[config.mk]
export PLATFORM = sky130hd
export DESIGN_NAME = phase_accumulator_bank
export DESIGN_NICKNAME = d
export VERILOG_FILES = /design/src/rtl/phase_accumulator_bank.sv
export SDC_FILE = /design/constraint.sdc
export NUM_CORES = 2
export LEC_CHECK = 0
export CORE_MARGIN = 10
export CORE_UTILIZATION = 48
export DETAILED_ROUTE_END_ITERATION = 7
export GPL_TIMING_DRIVEN = 0
export HOLD_SLACK_MARGIN = 0.08
export PLACE_DENSITY_LB_ADDON = 0.1
export SLEW_MARGIN = 20
export SYNTH_ARGS = -nofsm -noshare
export SYNTH_HDL_FRONTEND = slang
export SYNTH_SLANG_ARGS = --single-unit
[constraint.sdc]
create_clock -name clk -period 7.5 [get_ports clk]
set_input_delay 1.5 -clock clk [delete_from_list [all_inputs] [get_ports clk]]
set_output_delay 1.5 -clock clk [all_outputs]
set_load 0.01 [all_outputs]
[src/rtl/phase_accumulator_bank.sv]
// phase_accumulator_bank: time-multiplexed multi-voice phase accumulator
// streaming per-voice phases to the wavetable stage over valid/ready.
module phase_accumulator_bank #(
  parameter int VOICES = 8,
  parameter int FREQUENCY_INTEGRAL_BITS = 15,
  parameter int FREQUENCY_FRACTIONAL_BITS = 7,
  parameter int WAVETABLE_N = 11,
  parameter int PHASE_INDEX_BITS = 48,
  parameter int C_BITS =
    PHASE_INDEX_BITS - FREQUENCY_FRACTIONAL_BITS - WAVETABLE_N,
  parameter longint unsigned C = 64'd45812984,
  localparam int VW = $clog2(VOICES),
  localparam int FW =
    FREQUENCY_INTEGRAL_BITS + FREQUENCY_FRACTIONAL_BITS,
  localparam int PW = PHASE_INDEX_BITS
) (
  input  logic          clk,
  input  logic          reset,
  input  logic          sample_tick,
  input  logic          freq_we,
  input  logic [VW-1:0] freq_voice,
  input  logic [FW-1:0] freq_value,
  input  logic          sync_we,
  input  logic [VW-1:0] sync_voice,
  input  logic [VOICES-1:0] voice_enable,
  output logic          out_valid,
  input  logic          out_ready,
  output logic [VW-1:0] out_voice,
  output logic [PW-1:0] out_phase,
  output logic          out_last,
  output logic          busy,
  output logic          overrun
);

  typedef enum logic {IDLE, RUN} state_t;

  localparam logic [C_BITS-1:0] CK = C_BITS'(C);

  state_t state, state_d;

  logic [PW-1:0] phase [VOICES];
  logic [PW-1:0] inc   [VOICES];
  logic [VOICES-1:0] sync_pending;

  logic [PW-1:0] mul_inc;
  logic [VW-1:0] mul_voice;
  logic          mul_vld;

  logic [VW-1:0] v, v_nx;
  logic          out_sync;
  logic          hs, at_last;

  assign v_nx      = v + VW'(1);
  assign at_last   = (v == VW'(VOICES - 1));
  assign busy      = (state != IDLE);
  assign out_valid = (state == RUN);
  assign out_last  = out_valid & at_last;
  assign out_voice = v;
  assign hs        = out_valid & out_ready;

  always_comb begin
    state_d = state;
    unique case (state)
      IDLE: if (sample_tick) state_d = RUN;
      RUN:  if (hs && at_last) state_d = IDLE;
      default: state_d = IDLE;
    endcase
  end

  always_ff @(posedge clk) begin
    if (reset) state <= IDLE;
    else       state <= state_d;
  end

  // out_sync snapshots the pending flag shown on out_phase so a sync
  // arriving mid-stall waits for the next sweep instead of tearing it.
  always_ff @(posedge clk) begin
    if (reset) begin
      for (int i = 0; i < VOICES; i++) begin
        phase[i] <= '0;
        inc[i]   <= '0;
      end
      sync_pending <= '0;
      mul_inc      <= '0;
      mul_voice    <= '0;
      mul_vld      <= 1'b0;
      v            <= '0;
      out_phase    <= '0;
      out_sync     <= 1'b0;
      overrun      <= 1'b0;
    end else begin
      mul_vld   <= freq_we;
      mul_voice <= freq_voice;
      mul_inc   <= PW'(freq_value) * PW'(CK);
      if (mul_vld) inc[mul_voice] <= mul_inc;

      if (sample_tick && busy) overrun <= 1'b1;

      if (!busy && sample_tick) begin
        v         <= '0;
        out_phase <= sync_pending[0] ? '0 : phase[0];
        out_sync  <= sync_pending[0];
      end

      if (hs) begin
        if (out_sync) begin
          phase[v] <= voice_enable[v] ? inc[v] : '0;
          sync_pending[v] <= 1'b0;
        end else if (voice_enable[v]) begin
          phase[v] <= phase[v] + inc[v];
        end
        if (!at_last) begin
          v         <= v_nx;
          out_phase <= sync_pending[v_nx] ? '0 : phase[v_nx];
          out_sync  <= sync_pending[v_nx];
        end
      end

      if (sync_we) sync_pending[sync_voice] <= 1'b1;
    end
  end

endmodule

==> results.md <==
* Hold_buf cts at 0
* Final Cycle Share at 98.91%
* Min-delay worst type: reg -> reg
* Leakage at roughly 0.022 uW
* Setup ws final at 0.08185 ns
* Clock root buffer: clkbuf_16
* # nets final at 5,004
* R2R Path Start: out_voice[2]
* FF-to-FF setup slack at ~0.29 ns
* Starting DRC count in detailed routing at about 4,500
* 1st-pass router iterations at 8
* Slew @ Worst Pin at around 1.2 ns
* I/O Buffers at 95
* Synthesized net count at 4,772
* CP max-delay cell: fa_2
* Setup TNS at 0 ns
* CP required at between 8 and 9 ns
* EDFF count, synth at 744
* Placed Area at 0.05344 sq mm
* Main synth FF type: edfxtp_1
* Maximum buffer depth of the clock tree at 3
* RSZ-0062 raised after global routing: true
* Area of the core at around 0.10 sq mm
* Final instance area at 0.05717 sq mm
* Die Y at roughly 340 microns
* FP Rows at 118
* Achievable Freq at 134.8 MHz
* Fraction of layout cells with a size suffix above 1 at ~11%
* Cell taking the most area after synthesis: edfxtp_1
* GP Congestion at 0.9370
* Avg Vias per Cell at 6.222
* Worst hold path startpoint: overrun
* CP Cell Sequence: buf_12 > fa_1 > inv_2 > fa_1 > inv_1 > fa_1 > fa_2 > fa_2 > fa_1 > inv_1 > fa_1 > inv_1 > ha_4 > nor2_4 > nor4bb_2 > a221oi_2 > nor2_1 > a311o_1 > a21o_1 > a221o_1 > a41oi_2 > xor2_4 > nor2_1
* Distinct cells, synth at 91
* Crit path max-delay family: adder cells
* First-pass GRT wire length at 255,600 microns
* Crit path largest cell delay at 0.60 ns
* Worst skew pair latency at 0.70 ns
* Average wire per standard cell at 29.96 microns
* Post-route ant nets at 0
* Area occupied by multi-input gates at 0.02383 sq mm
* Synth top area cells: edfxtp_1 (44%), fa_1 (7.8%), ha_1 (6.8%), a22oi_1 (5.2%), and2_1 (4.6%)
* CP Capture Type: flip-flop
* CP max FO at 6
* DRT Wirelength at 178,500 microns
* CTS tree: done
* Max-cap violations at 0
* Final Total Pwr at 24,090 uW
* Fin. max-slew vios at 0
* DPL Wire Length at 127,300 microns
* Slew margin rel. at 18.52%
* Share of flip-flops with an asynchronous set or reset at 0%
* Grt ovf at 0
* H-tree depth at 3
* Worst Path Buf+Inv at 5
* # IOs at 97
* Synthesis-to-layout area growth at 13.83%
* Die width at 343.5 microns
* Most used cell, CP: fa_1
* Mapped Avg Cell Area at ~12 sq um
* Vias in the first global route at 36,820
* Final Critical Period at 7.418 ns
* Post-Syn Area at 0.05022 sq mm
* CTS buffer count at 93
* Clock sink total at about 860
* Outcome: finished, final reports clean
* Die area at 0.1180 sq mm
* DRC at 0
* Total power per unit cell area at ~420 mW/mm^2
* Largest net degree at the start of global routing at 39
* Final Hold Viols at 0
* Post-synthesis register bit count at 855
* Register area share after synthesis at 48.91%
* Initial antenna violation count at 3
* Worst hold slack at 0.4784 ns
* Gr usage total at 29.69%
* Ys Warns at 0
* Clock slew at reported path FFs at 0.06 ns
* Final Setup Violations at 0
* Yosys top cell area share at 44.49%
* Crit start category: input pin
* Worst Path Class, Setup: in -> reg
* VDD IR max at 0.0009512 V
* Seq. cell area at 0.02456 sq mm
* Via count at 37,060
* Setup crit start: freq_value[21]
* Clock Skews at 0.05616 ns
* FILL cells at between 8,000 and 9,000
* Critical path arrival at 7.96 ns
* Pre-CTS setup slack at -1.852 ns
* Mapped Cells at 4,263
* Starting Density at roughly half
==> state kept, by name (all words and copies together) (netlist names) <==
signal,cells
phase,384
inc,360
out_phase,48
mul_inc,45
sync_pending,8
mul_voice,3
out_voice,3
busy,1
mul_vld,1
out_sync,1
overrun,1
==> placed cells by master (no fill, tap or decap), types with 36 or more instances in the layout <==
master / instances
a21o_1: 67
edfxtp_1: 744
inv_1: 315
dfxtp_1: 111
mux4_2: 99
nand4_1: 98
nor2_1: 521
nor3b_1: 51
a21oi_1: 145
o21ai_0: 53
mux2i_1: 60
nand3_1: 39
xnor2_1: 36
clkbuf_1: 174
nand2_1: 107
o22a_1: 48
fa_1: 188
and2_1: 368
clkbuf_16: 93
ha_1: 255
clkdlybuf4s50_1: 73
buf_2: 43
a22oi_1: 345
==> through the flow <==
stage,cells,utilization (%)
after CTS,5941,54.74
after floorplan,4263,-
after global routing,5955,55.15
after global placement,5738,51.04
final,5956,55.16
after detailed placement,5760,51.56
==> cell type report <==
| type | count | area share, % |
|---|---|---|
| diodes | 1 | 0.004377 |
| plain buffers | 249 | 2.110 |
| clock buffers | 129 | 4.535 |
| clock inverters | 46 | 0.9083 |
| inverters | 325 | 2.145 |
| multi-input cells | 2832 | 41.69 |
| flip-flops and latches | 855 | 42.97 |
| well taps | 1380 | 3.020 |
| repair buffers | 139 | 2.618 |
==> synthesized netlist by cell type, types with 99 or more instances <==
cell      instances
a22oi_1         351
mux4_2           99
nor2_1          526
a21oi_1         148
and2_1          368
fa_1            196
nand2_1         108
clkbuf_1        170
inv_1           325
dfxtp_1         111
ha_1            271
edfxtp_1        744
==> path summary, 6_finish.rpt <==
path	endpoint	depth (start not counted)
worst max-delay path	mul_inc[46]	23
worst min-delay path	overrun	2
worst max register to register	phase[2][46]	19
worst min register to register	overrun	2
==> power by group <==
part / leakage (uW) / switching [uW] / internal (uW)
logic: 0.0118 / 7930 / 5650
registers: 0.00865 / 257 / 5510
clock network: 0.00152 / 2010 / 2740
==> cell families (layout without fill, tap and decap cells) <==
family / count (synthesis) / in the layout / share of synthesized area (%)
xor+xnor: 79 / 79 / 1.393
flops: 855 / 855 / 48.91
compound gates: 814 / 814 / 11.43
simple gates: 1307 / 1307 / 13.22
fa+ha+maj: 467 / 467 / 14.56
other cells: 0 / 1 / 0
buf+inv: 576 / 888 / 4.709
mux: 165 / 165 / 5.770
==> layer usage <==
layer / global-route usage, % / share of wire (%)
met1: 37.27 / 38
met2: 48.40 / 47
met3: 5.519 / 9.0
met4: 16.11 / 5.9
met5: 0 / 0.013
==> worst register-to-register path, delay by kind of cell, from the launching register on <==
family	cells	cell delay, ns
buffers and inverters	5	2.47
and+or+nand+nor	7	2.40
AOI/OAI and AO/OA	5	1.30
DFF	1	0.32
adders and majority gates	1	0.31
muxes	1	0.15
==> repair_timing <==
item / CTS / global route
setup endpoints to repair: 174 / 114
gates resized for setup: 119 / 126
pin swaps: 14 / 35
setup buffers: 6 / 15
No activity file was read; power rests on OpenSTA's default activity.
